--- src/rtl/color_descrambler.sv ---
// color_descrambler: undoes the RGB444 channel swap applied earlier in the VGA path.
// The switch code is synchronised, debounced and committed only on the vsync
// leading edge. Pixels, syncs and valid leave two clocks after they arrive.
// Optional build macro COLOR_DESCR_ERRCNT_EN adds err_frames, a saturating count
// of frames committed with a non-invertible code.
module color_descrambler #(
  parameter logic [15:0] DEBOUNCE_CYCLES = 16'd50000,
  parameter logic        VS_ACTIVE_LOW   = 1'b1
) (
  input  logic       clk,
  input  logic       rst_n,
  input  logic [5:0] SW_cs,
  input  logic       pix_valid_in,
  input  logic       hsync_in,
  input  logic       vsync_in,
  input  logic [3:0] R_in,
  input  logic [3:0] G_in,
  input  logic [3:0] B_in,
  output logic [3:0] R_out,
  output logic [3:0] G_out,
  output logic [3:0] B_out,
  output logic       pix_valid_out,
  output logic       hsync_out,
  output logic       vsync_out,
  output logic       map_valid
`ifdef COLOR_DESCR_ERRCNT_EN
  ,
  output logic [7:0] err_frames
`endif
);

  localparam int          DATA_W    = 4;
  localparam logic [5:0]  IDENT     = 6'b00_01_10;
  localparam logic        SYNC_IDLE = VS_ACTIVE_LOW;
  localparam logic        VS_ACTIVE = ~VS_ACTIVE_LOW;

  // Stability counter step, held at DEBOUNCE_CYCLES once reached.
  function automatic logic [15:0] sat_inc(input logic [15:0] c);
    return (c >= DEBOUNCE_CYCLES) ? DEBOUNCE_CYCLES : c + 16'd1;
  endfunction

  // Error-frame counter step, held at 8'hFF once reached.
  function automatic logic [7:0] sat_inc8(input logic [7:0] c);
    return (c == 8'hFF) ? c : c + 8'd1;
  endfunction

  // Which scrambled channel carries original channel x (0=R_in,1=G_in,2=B_in,3=none).
  // Lower scrambled index wins when several channels carry the same original.
  function automatic logic [1:0] inv_sel(input logic [5:0] code, input logic [1:0] x);
    if (code[5:4] == x)      return 2'd0;
    else if (code[3:2] == x) return 2'd1;
    else if (code[1:0] == x) return 2'd2;
    else                     return 2'd3;
  endfunction

  // A code is invertible only when it is a true permutation of R, G, B.
  function automatic logic code_ok(input logic [5:0] code);
    return (code[5:4] != 2'd3) && (code[3:2] != 2'd3) && (code[1:0] != 2'd3) &&
           (code[5:4] != code[3:2]) && (code[5:4] != code[1:0]) &&
           (code[3:2] != code[1:0]);
  endfunction

  function automatic logic [DATA_W-1:0] pick(input logic [1:0] sel,
                                             input logic [DATA_W-1:0] r,
                                             input logic [DATA_W-1:0] g,
                                             input logic [DATA_W-1:0] b);
    case (sel)
      2'd0:    return r;
      2'd1:    return g;
      2'd2:    return b;
      default: return '0;
    endcase
  endfunction

  logic [5:0]  sw_meta, sw_sync, sw_cand, pend_code, act_code;
  logic [15:0] db_cnt, db_cnt_inc;
  logic        vs_edge;
  logic [1:0]  sel_r, sel_g, sel_b;

  logic [DATA_W-1:0] r_p1, g_p1, b_p1;
  logic              vld_p1, hs_p1, vs_p1;

  assign db_cnt_inc = sat_inc(db_cnt);
  // vs_p1 holds the previous vsync sample, so this is the leading edge of the active level.
  assign vs_edge    = (vsync_in == VS_ACTIVE) && (vs_p1 != VS_ACTIVE);

  // Switch synchroniser and debouncer: a code becomes pending once it has been stable long enough.
  always_ff @(posedge clk or negedge rst_n) begin
    if (!rst_n) begin
      sw_meta   <= IDENT;
      sw_sync   <= IDENT;
      sw_cand   <= IDENT;
      db_cnt    <= '0;
      pend_code <= IDENT;
    end else begin
      sw_meta <= SW_cs;
      sw_sync <= sw_meta;
      if (sw_sync != sw_cand) begin
        sw_cand <= sw_sync;
        db_cnt  <= '0;
      end else begin
        db_cnt <= db_cnt_inc;
        if (db_cnt_inc == DEBOUNCE_CYCLES) pend_code <= sw_cand;
      end
    end
  end

  // Frame-boundary commit: the pending code (as it was before this edge) becomes active.
  always_ff @(posedge clk or negedge rst_n) begin
    if (!rst_n) begin
      act_code <= IDENT;
    end else if (vs_edge) begin
      act_code <= pend_code;
    end
  end

`ifdef COLOR_DESCR_ERRCNT_EN
  // Count frames committed with a code that cannot be fully inverted.
  always_ff @(posedge clk or negedge rst_n) begin
    if (!rst_n) begin
      err_frames <= '0;
    end else if (vs_edge && !code_ok(pend_code)) begin
      err_frames <= sat_inc8(err_frames);
    end
  end
`endif

  // Inverse selects and invertibility flag decoded from the active code.
  always_comb begin
    sel_r     = inv_sel(act_code, 2'd0);
    sel_g     = inv_sel(act_code, 2'd1);
    sel_b     = inv_sel(act_code, 2'd2);
    map_valid = code_ok(act_code);
  end

  // Stage 1: register pixel, syncs and valid.
  always_ff @(posedge clk or negedge rst_n) begin
    if (!rst_n) begin
      r_p1   <= '0;
      g_p1   <= '0;
      b_p1   <= '0;
      vld_p1 <= 1'b0;
      hs_p1  <= SYNC_IDLE;
      vs_p1  <= SYNC_IDLE;
    end else begin
      r_p1   <= R_in;
      g_p1   <= G_in;
      b_p1   <= B_in;
      vld_p1 <= pix_valid_in;
      hs_p1  <= hsync_in;
      vs_p1  <= vsync_in;
    end
  end

  // Stage 2: inverse channel mux with blanking, registered onto the outputs.
  always_ff @(posedge clk or negedge rst_n) begin
    if (!rst_n) begin
      R_out         <= '0;
      G_out         <= '0;
      B_out         <= '0;
      pix_valid_out <= 1'b0;
      hsync_out     <= SYNC_IDLE;
      vsync_out     <= SYNC_IDLE;
    end else begin
      R_out         <= vld_p1 ? pick(sel_r, r_p1, g_p1, b_p1) : '0;
      G_out         <= vld_p1 ? pick(sel_g, r_p1, g_p1, b_p1) : '0;
      B_out         <= vld_p1 ? pick(sel_b, r_p1, g_p1, b_p1) : '0;
      pix_valid_out <= vld_p1;
      hsync_out     <= hs_p1;
      vsync_out     <= vs_p1;
    end
  end

endmodule

--- config.mk ---
export PLATFORM = sky130hd
export DESIGN_NAME = color_descrambler
export DESIGN_NICKNAME = d
export VERILOG_FILES = /design/src/rtl/color_descrambler.sv
export SDC_FILE = /design/constraint.sdc
export NUM_CORES = 1
export LEC_CHECK = 0
export CAP_MARGIN = 20
export CORE_ASPECT_RATIO = 0.5
export CORE_MARGIN = 2
export CORE_UTILIZATION = 55
export CTS_CLUSTER_SIZE = 14
export DETAILED_ROUTE_END_ITERATION = 12
export PLACE_DENSITY = 0.79
export SYNTH_ARGS = -nofsm -noshare
export SYNTH_HDL_FRONTEND = slang
export SYNTH_SLANG_ARGS = --single-unit
--- constraint.sdc ---
create_clock -name clk -period 4.4 [get_ports clk]
set_clock_uncertainty 0.15 [all_clocks]
set_input_delay 0.88 -clock clk [delete_from_list [all_inputs] [get_ports clk]]
set_output_delay 0.88 -clock clk [all_outputs]
set_load 0.03 [all_outputs]
Word-level counts from Yosys, hierarchy flattened
Cells that the tools add are included.
{ "totals": {"ff_bits": 76, "out_inout_bits": 16, "elab_cells": 72} }
{ "op_classes": {"add_sub_neg": 1, "n_lt_le_gt_ge": 1, "n_eq_ne": 20, "mux": 17, "n_bitwise": 2, "n_reduce_logical": 13} }
{ "ops": {"columns": ["op", "n"], "rows": [
  ["4-bit case mux with 3 select lines", 3],
  ["16-bit two-way mux", 2],
  ["16-bit by 1-bit adder with 16-bit output, second input constant", 1],
  ["16-bit == test, second input constant", 1],
  ["16-bit greater-or-equal comparator, second input constant", 1],
  ["2-bit by 1-bit == test with 1-bit output, second input constant", 6],
  ["2-bit == test, second input constant", 6],
  ["2-bit zero test", 6],
  ["2-bit two-way mux", 6],
  ["4-bit two-way mux", 3],
  ["1-bit logical AND", 6],
  ["2-bit inequality test", 3],
  ["2-bit inequality test, second input constant", 3],
  ["6-bit inequality test", 1],
  ["1-bit two-way mux", 3],
  ["1-bit NOT", 2],
  ["2-bit AND reduction", 1]
]} }

Longest topological paths before layout
Gate-level depths: netlist of run 1.
{ "depth": {"word_depth": 7, "mapped_depth": 8, "mapped_depth_nobuf": 7} }

Least setup slack after synthesis of run 1
Ideal clock, no wire load.
{ "synth_timing": {"path_kind": "reg-to-output", "start": "register act_code[4]", "end": "output port map_valid", "arrival_ps": 1794, "required_ps": 3370, "setup_slack_ps": 1576, "path_stages_with_launch": 8, "path_buffers": 1, "path_cell_list": "dfrtp_1 nand2b_1 clkbuf_1 nor3b_1 a21oi_1 nor2_1 a31oi_1 o21ai_0"} }
{ "synth_via": {"elab_chain_cells": 6, "elab_cells_between_ends": 8, "classes_between": "eq/ne (3); reduce/logical (5)"} }
{ "synth_rtl": {"columns": ["item", "line", "source"], "rows": [
  ["from (decl)", "75", "logic [5:0] sw_meta, sw_sync, sw_cand, pend_code, act_code;"],
  ["from (signal assigned)", "113", "act_code <= pend_code;"],
  ["2-bit inequality test", "58", "return (code[5:4] != 2'd3) && (code[3:2] != 2'd3) && (code[1:0] != 2'd3) &&"],
  ["1-bit logical AND (3 in series)", "58", null],
  ["1-bit logical AND (*) (2 in series)", "59", "(code[5:4] != code[3:2]) && (code[5:4] != code[1:0]) &&"],
  ["to (decl)", "25", "output logic map_valid"]
]} }
Every way passes the cells marked *; elsewhere a longest branch is shown, timed or not.

Worst setup path in the final report of run 1
Same ends and word-level chain as after synthesis.

==> flow_summary.json, run 1 <==
{
  "crit_chain": "nand2b_1, nor3b_1, a21oi_1, nor2_1, a31oi_1, o21ai_0, clkdlybuf4s50_1",
  "grt_max_degree": 44,
  "sequentialPowerShare_pct": 54.2,
  "ys_seq_elements": 76,
  "worstPathMaxFanout": 10,
  "synth-edff-count": 0,
  "drive_above_1_share_pct": 17.59,
  "wl_per_cell_um": 15.97,
  "clkTransAtPathRegs_ns": 0.08,
  "ant_nets": 0,
  "cts_resized": 0,
  "wirelength_mm": 5.797,
  "pwr-share-comb_pct": 4.3,
  "critPathRequiredTime_ns": 3.37,
  "n_antenna_cell": 0,
  "grt_antenna_before_repair": 0,
  "synth_top_family_by_area": "simple AND/OR/NAND/NOR gates",
  "viasPerCell": 5.556,
  "dpl_cell_area_sq_um": 3475,
  "syn_inst": 248,
  "final_util_pct": 68.10,
  "cap_viol_max_count": 0,
  "core_sq_um": 5420,
  "p_sw_share_pct": 21.18,
  "path_buf_inv": 1,
  "hold_start": "sw_meta[2]$_DFF_PN1_",
  "hold_path_class": "reg -> reg",
  "cts.sinks": 76,
  "dp_hpwl_mm": 4.132,
  "synthMuxAreaShare_pct": 4.364,
  "fin_area_sq_um": 3691,
  "max_freq_mhz": 288.1,
  "htree_levels": 3,
  "portBuffers": 38,
  "crit_start": "act_code[4]$_DFFE_PN0P_",
  "syn-num-nets": 273,
  "clk_latency_ns": 0.34,
  "synth.most_common_cell": "dfrtp_1",
  "synthXorXnorAreaFrac_pct": 5.995,
  "leakage_uw": 0.001536,
  "critPathSlowestCell": "clkdlybuf4s50_1",
  "ys_warn_count": 0,
  "critical_path.startpoint_type": "flop",
  "yosys.area_share.adder_pct": 0.8157,
  "slowest_delay_ns": 0.70,
  "synth.yosys.seq_area_share_pct": 62.56,
  "num_rows": 19,
  "irDropWorstVdd_mv": 0.2554,
  "first_pass_iters": 4,
  "cp-end-kind": "primary output",
  "clkPwrFrac_pct": 41.6,
  "drv_slew": 0,
  "status": "complete, no violations",
  "critPathArrivalTime_ns": 2.44,
  "num_io_pins": 39,
  "synth_compound_area_share_pct": 10.24,
  "power_uw": 1355,
  "synth_area_sq_um": 3068,
  "die_area_sq_um": 6228,
  "netlist_top_cells_count": "dfrtp_1 (62), nor2_1 (35), dfstp_2 (14)",
  "vias": 2017,
  "remaining_drc_errors": 0,
  "gp_congestion": 0.8381,
  "tns_ns": 0,
  "final.period_utilization_pct": 78.90,
  "r2r_start": "sw_sync[2]$_DFF_PN1_",
  "ys_top_cells_by_area": "dfrtp_1 (51%), dfstp_2 (12%), nor2_1 (4.3%), mux2_2 (4.0%), xor2_1 (3.7%)",
  "grt_pass1_vias": 2056,
  "postCtsHoldBufs": 0,
  "drt_first_iter_violations": 206,
  "numCtsBuffers": 9,
  "rsz0062_at_grt": "no",
  "finalSetupViolations": 0,
  "tightest_slew_ns": 0.6913,
  "synth_area_leader_cell": "dfrtp_1",
  "synth.avg_cell_area_sq_um": 12.37,
  "die_w_um": 109.6,
  "area_growth_pct": 20.31,
  "clockRootBuffer": "clkbuf_8",
  "relSlewSlack_pct": 53.91,
  "fp.dieH_um": 56.81,
  "cts_buffer_depth": 2,
  "track_usage_pct": 21.73,
  "internal_power_uw": 1068,
  "switchingPower_uw": 287.0,
  "yosysUniqueCellTypes": 45,
  "grt-ovfl-total": 0,
  "tritoncts": "done",
  "hold_violations": 0,
  "yosysTopAreaCellShare_pct": 50.57,
  "initial_core_util_pct": 56.60,
  "synth_flop_cell": "dfrtp_1",
  "nets": 310,
  "post-route-min-period_ns": 3.471,
  "whs_ns": 0.2075,
  "crit_family": "buffers and inverters",
  "grt_pass1_wl_mm": 9.929,
  "ys_async_sr_fraction_pct": 100.0,
  "synth-simple-area-share_pct": 12.97,
  "cts_setup_buffers": 0,
  "powerDensity_nw_per_um2": 367.2,
  "path_class": "reg -> out"
}
==> worst register-to-register path: stages (launching register included) <==
cell and delay, ns:
dfstp_2 0.54, xor2_1 0.06, nor4_1 0.43, nand3_1 0.33, a21o_1 0.30, o41ai_4 0.67, mux2_2 0.42
==> worst paths after layout <==
| check | cells past startpoint | slack (ns) | to |
|---|---|---|---|
| max in group asynchronous | 2 | 2.68 | vsync_out$_DFF_PN1_ |
| hold / removal | 0 | 0.21 | sw_sync[2]$_DFF_PN1_ |
| setup reg to reg | 6 | 1.39 | pend_code[3]$_DFFE_PN0P_ |
| hold reg to reg | 0 | 0.21 | sw_sync[2]$_DFF_PN1_ |
| setup / recovery | 7 | 0.93 | map_valid |
| min in group asynchronous | 1 | 0.43 | sw_meta[5]$_DFF_PN0_ |
==> registers in the layout, summed over array words and instances, names as in the netlist <==
signal         count
sw_sync            6
pend_code          6
r_p1               4
vld_p1             1
R_out              4
b_p1               4
pix_valid_out      1
sw_cand            6
hsync_out          1
hs_p1              1
G_out              4
act_code           6
sw_meta            6
g_p1               4
vsync_out          1
db_cnt            16
vs_p1              1
B_out              4
==> layout make-up <==
cell class,instances,area (sq um)
well taps,73,91.34
repair buffers,39,382.9
clock inverters,6,88.84
clock buffers,10,127.6
inverters,7,26.28
multi-input cells,152,1055
flip-flops and latches,76,1919
fillers,378,1729
==> per-stage QoR <==
step / instances / setup slack [ns]
after floorplan: 248 / 1.576
after global placement: 347 / 1.379
after detailed placement: 347 / 1.340
after CTS: 363 / 0.9451
after global routing: 363 / 0.7529
final: 363 / 0.9286
==> cells in the final DEF (no fill, tap or decap), drive strengths merged, types with 3 or more instances in the layout <==
master         count
inv                7
nand3              7
xnor2              8
dfstp             14
nor2              35
nand4              4
mux2              11
a222oi             8
a22oi              5
nor2b              4
a211oi             4
o21ai              8
xor2              13
dfrtp             62
nand2b             3
a21oi              7
clkdlybuf4s50     37
and3               5
clkbuf            10
nand2              6
==> routing by layer <==
layer	global-route usage, %	wire length [um]
met3	6.969	288
met5	0	0
met1	27.65	2490
met4	9.042	80
met2	34.57	2939
==> cells by family (layout without fill, tap and decap cells) <==
kind of cell / Yosys count / after routing
AND/OR/NAND/NOR: 76 / 76
AO/OA/AOI/OAI: 41 / 41
buffers and inverters: 20 / 62
multiplexers: 12 / 12
XOR/XNOR: 21 / 21
adder cells (fa/ha/maj): 2 / 2
flip-flops: 76 / 76
==> power groups by stage <==
stage,registers (uW),clock network [uW],logic (uW)
2_1_floorplan,750,0,11.4
3_3_place_gp,745,0,57.0
3_5_place_dp,747,0,59.2
4_1_cts,734,582,59.2
5_1_grt,736,614,64.0
6_report,734,564,57.7
No activity file was read; power rests on OpenSTA's default activity.
==> inputs of run 2 (changes only) <==
--- a/config.mk
+++ b/config.mk
@@ -8,10 +8,10 @@
 export CAP_MARGIN = 20
 export CORE_ASPECT_RATIO = 0.5
 export CORE_MARGIN = 2
-export CORE_UTILIZATION = 55
+export CORE_UTILIZATION = 54
 export CTS_CLUSTER_SIZE = 14
 export DETAILED_ROUTE_END_ITERATION = 12
-export PLACE_DENSITY = 0.79
+export PLACE_DENSITY = 0.78
 export SYNTH_ARGS = -nofsm -noshare
 export SYNTH_HDL_FRONTEND = slang
 export SYNTH_SLANG_ARGS = --single-unit
==> constraint.sdc (replaced) <==
create_clock -name clk -period 3.6 [get_ports clk]
set_clock_uncertainty 0.15 [all_clocks]
set_input_delay 0.72 -clock clk [delete_from_list [all_inputs] [get_ports clk]]
set_output_delay 0.72 -clock clk [all_outputs]
set_load 0.03 [all_outputs]
==> run 2 against run 1 <==
Cell area grew 3.2%. Count of clock-buffer cells in the layout grew 1. Register-to-register slack got worse by 0.74 ns. Combinational power grew 24%. Critical path depth unchanged. Sequential power rose by 22%. Largest cell class unchanged. Clock power grew 70%. Worst setup slack got worse by 0.63 ns. Global-route usage shrank 0.83 points. Sequential cell count unchanged. Worst hold slack worse by 0.012 ns. Power increased by 42%.
==> flow_summary.json, run 2 (same netlist as run 1, synthesis figures left out) <==
{
  "status": "complete, no violations",
  "gp_congestion": 0.8288,
  "power_uw": 1926,
  "critical_path.startpoint_type": "flop",
  "tritoncts": "done",
  "ant_nets": 0,
  "switchingPower_uw": 380.7,
  "grt_antenna_before_repair": 0,
  "drv_slew": 0,
  "die_area_sq_um": 6337,
  "powerDensity_nw_per_um2": 505.8,
  "numCtsBuffers": 9,
  "nFillCells": 391,
  "clockRootBuffer": "clkbuf_16",
  "cp-end-kind": "primary output",
  "area_growth_pct": 24.10,
  "grt_pass1_wl_mm": 9.880,
  "tightest_slew_ns": 0.6611,
  "cts.sinks": 76,
  "finalSetupViolations": 0,
  "remaining_drc_errors": 0,
  "wirelength_mm": 5.880,
  "largest_reg_flops": 16,
  "rsz0062_at_grt": "no",
  "die_w_um": 110.6,
  "cts_setup_buffers": 0,
  "internal_power_uw": 1545,
  "clkPwrFrac_pct": 49.7,
  "hold_violations": 0,
  "clkTransAtPathRegs_ns": 0.05,
  "track_usage_pct": 20.90,
  "leakage_uw": 0.001599,
  "tns_ns": 0,
  "pwr-share-comb_pct": 3.7,
  "multiInputGateArea_sq_um": 1055,
  "layout_common_cells": "dfrtp_1 (62), clkdlybuf4s50_1 (37), nor2_1 (35)",
  "critPathRequiredTime_ns": 2.73,
  "grt-ovfl-total": 0,
  "hold_path_class": "reg -> reg",
  "htree_levels": 3,
  "cts_resized": 0,
  "num_io_pins": 39,
  "max_freq_mhz": 303.2,
  "post-route-min-period_ns": 3.298,
  "relSlewSlack_pct": 55.92,
  "grt_max_degree": 33,
  "cap_viol_max_count": 0,
  "first_pass_iters": 10,
  "worstPathMaxFanout": 10,
  "worstHoldPathCells": 0,
  "rr_worst_depth": 6,
  "postCtsHoldBufs": 0,
  "portBuffers": 38,
  "cts_buffer_depth": 2,
  "clk_latency_ns": 0.33,
  "critPathArrivalTime_ns": 2.43,
  "n_antenna_cell": 0,
  "nets": 311,
  "regMostFlops": "db_cnt",
  "sequentialPowerShare_pct": 46.6,
  "num_rows": 19,
  "path_class": "reg -> out",
  "viasPerCell": 5.604,
  "wl_per_cell_um": 16.15,
  "grt_pass1_vias": 2021,
  "final.period_utilization_pct": 91.62,
  "regArea_sq_um": 1919,
  "irDropWorstVdd_mv": 0.2859,
  "drt_first_iter_violations": 317,
  "p_sw_share_pct": 19.77,
  "dp_hpwl_mm": 3.965,
  "core_sq_um": 5492,
  "final_common_cell": "dfrtp_1",
  "vias": 2040,
  "initial_core_util_pct": 55.87,
  "fp.dieH_um": 57.30,
  "drive_above_1_share_pct": 17.87
}
==> run 2: critical path, stage by stage (launching register included) <==
cell and delay, ns:
dfrtp_1 0.43, nand2b_1 0.30, nor3b_1 0.25, a21oi_1 0.06, nor2_1 0.09, a31oi_1 0.04, o21ai_0 0.22, clkdlybuf4s50_1 0.70
==> run 2: power by group through the flow <==
stage,sequential [uW],combinational [uW],clock [uW]
6_report,898,71.6,956
5_1_grt,900,79.4,1020
4_1_cts,897,73.3,978
3_5_place_dp,912,72.1,0
3_3_place_gp,911,71.2,0
2_1_floorplan,916,13.9,0
==> run 2: worst paths after layout <==
check	from	end	slack, ns
max reg2reg	sw_sync[2]$_DFF_PN1_	pend_code[4]$_DFFE_PN0P_	0.65
max	act_code[4]$_DFFE_PN0P_	map_valid	0.30
min	sw_meta[5]$_DFF_PN0_	sw_sync[5]$_DFF_PN0_	0.20
min reg2reg	sw_meta[5]$_DFF_PN0_	sw_sync[5]$_DFF_PN0_	0.20
max in group asynchronous	rst_n	vs_p1$_DFF_PN1_	2.18
min in group asynchronous	rst_n	sw_meta[5]$_DFF_PN0_	0.27
==> run 2: per-stage QoR <==
stage | hold slack [ns] | std cells | worst slack, ns | util [%] | instance area, sq um
floorplan | 0.1812 | 248 | 0.9360 | - | 3068
detailed placement | 0.1856 | 348 | 0.6299 | 63.41 | 3482
finish | 0.1953 | 364 | 0.3016 | 69.33 | 3807
global route | 0.2066 | 364 | 0.1527 | 69.33 | 3807
global placement | 0.1825 | 348 | 0.7120 | 63.41 | 3482
CTS | 0.1987 | 364 | 0.2791 | 69.33 | 3807
==> run 2: per-layer routing <==
layer	track usage [%]	wire, um
met1	27.53	2657
met2	31.11	2696
met3	8.183	438
met4	10.00	89
met5	0	0
==> run 2: final cells by class <==
cell class                 count  share of cell area (%)
tap                           73                   2.399
multi-input combinational    152                   27.70
timing repair buffer          40                   10.25
clock buffer                  11                   6.375
inverter                       7                  0.6901
clock inverter                 5                   2.169
sequential                    76                   50.41
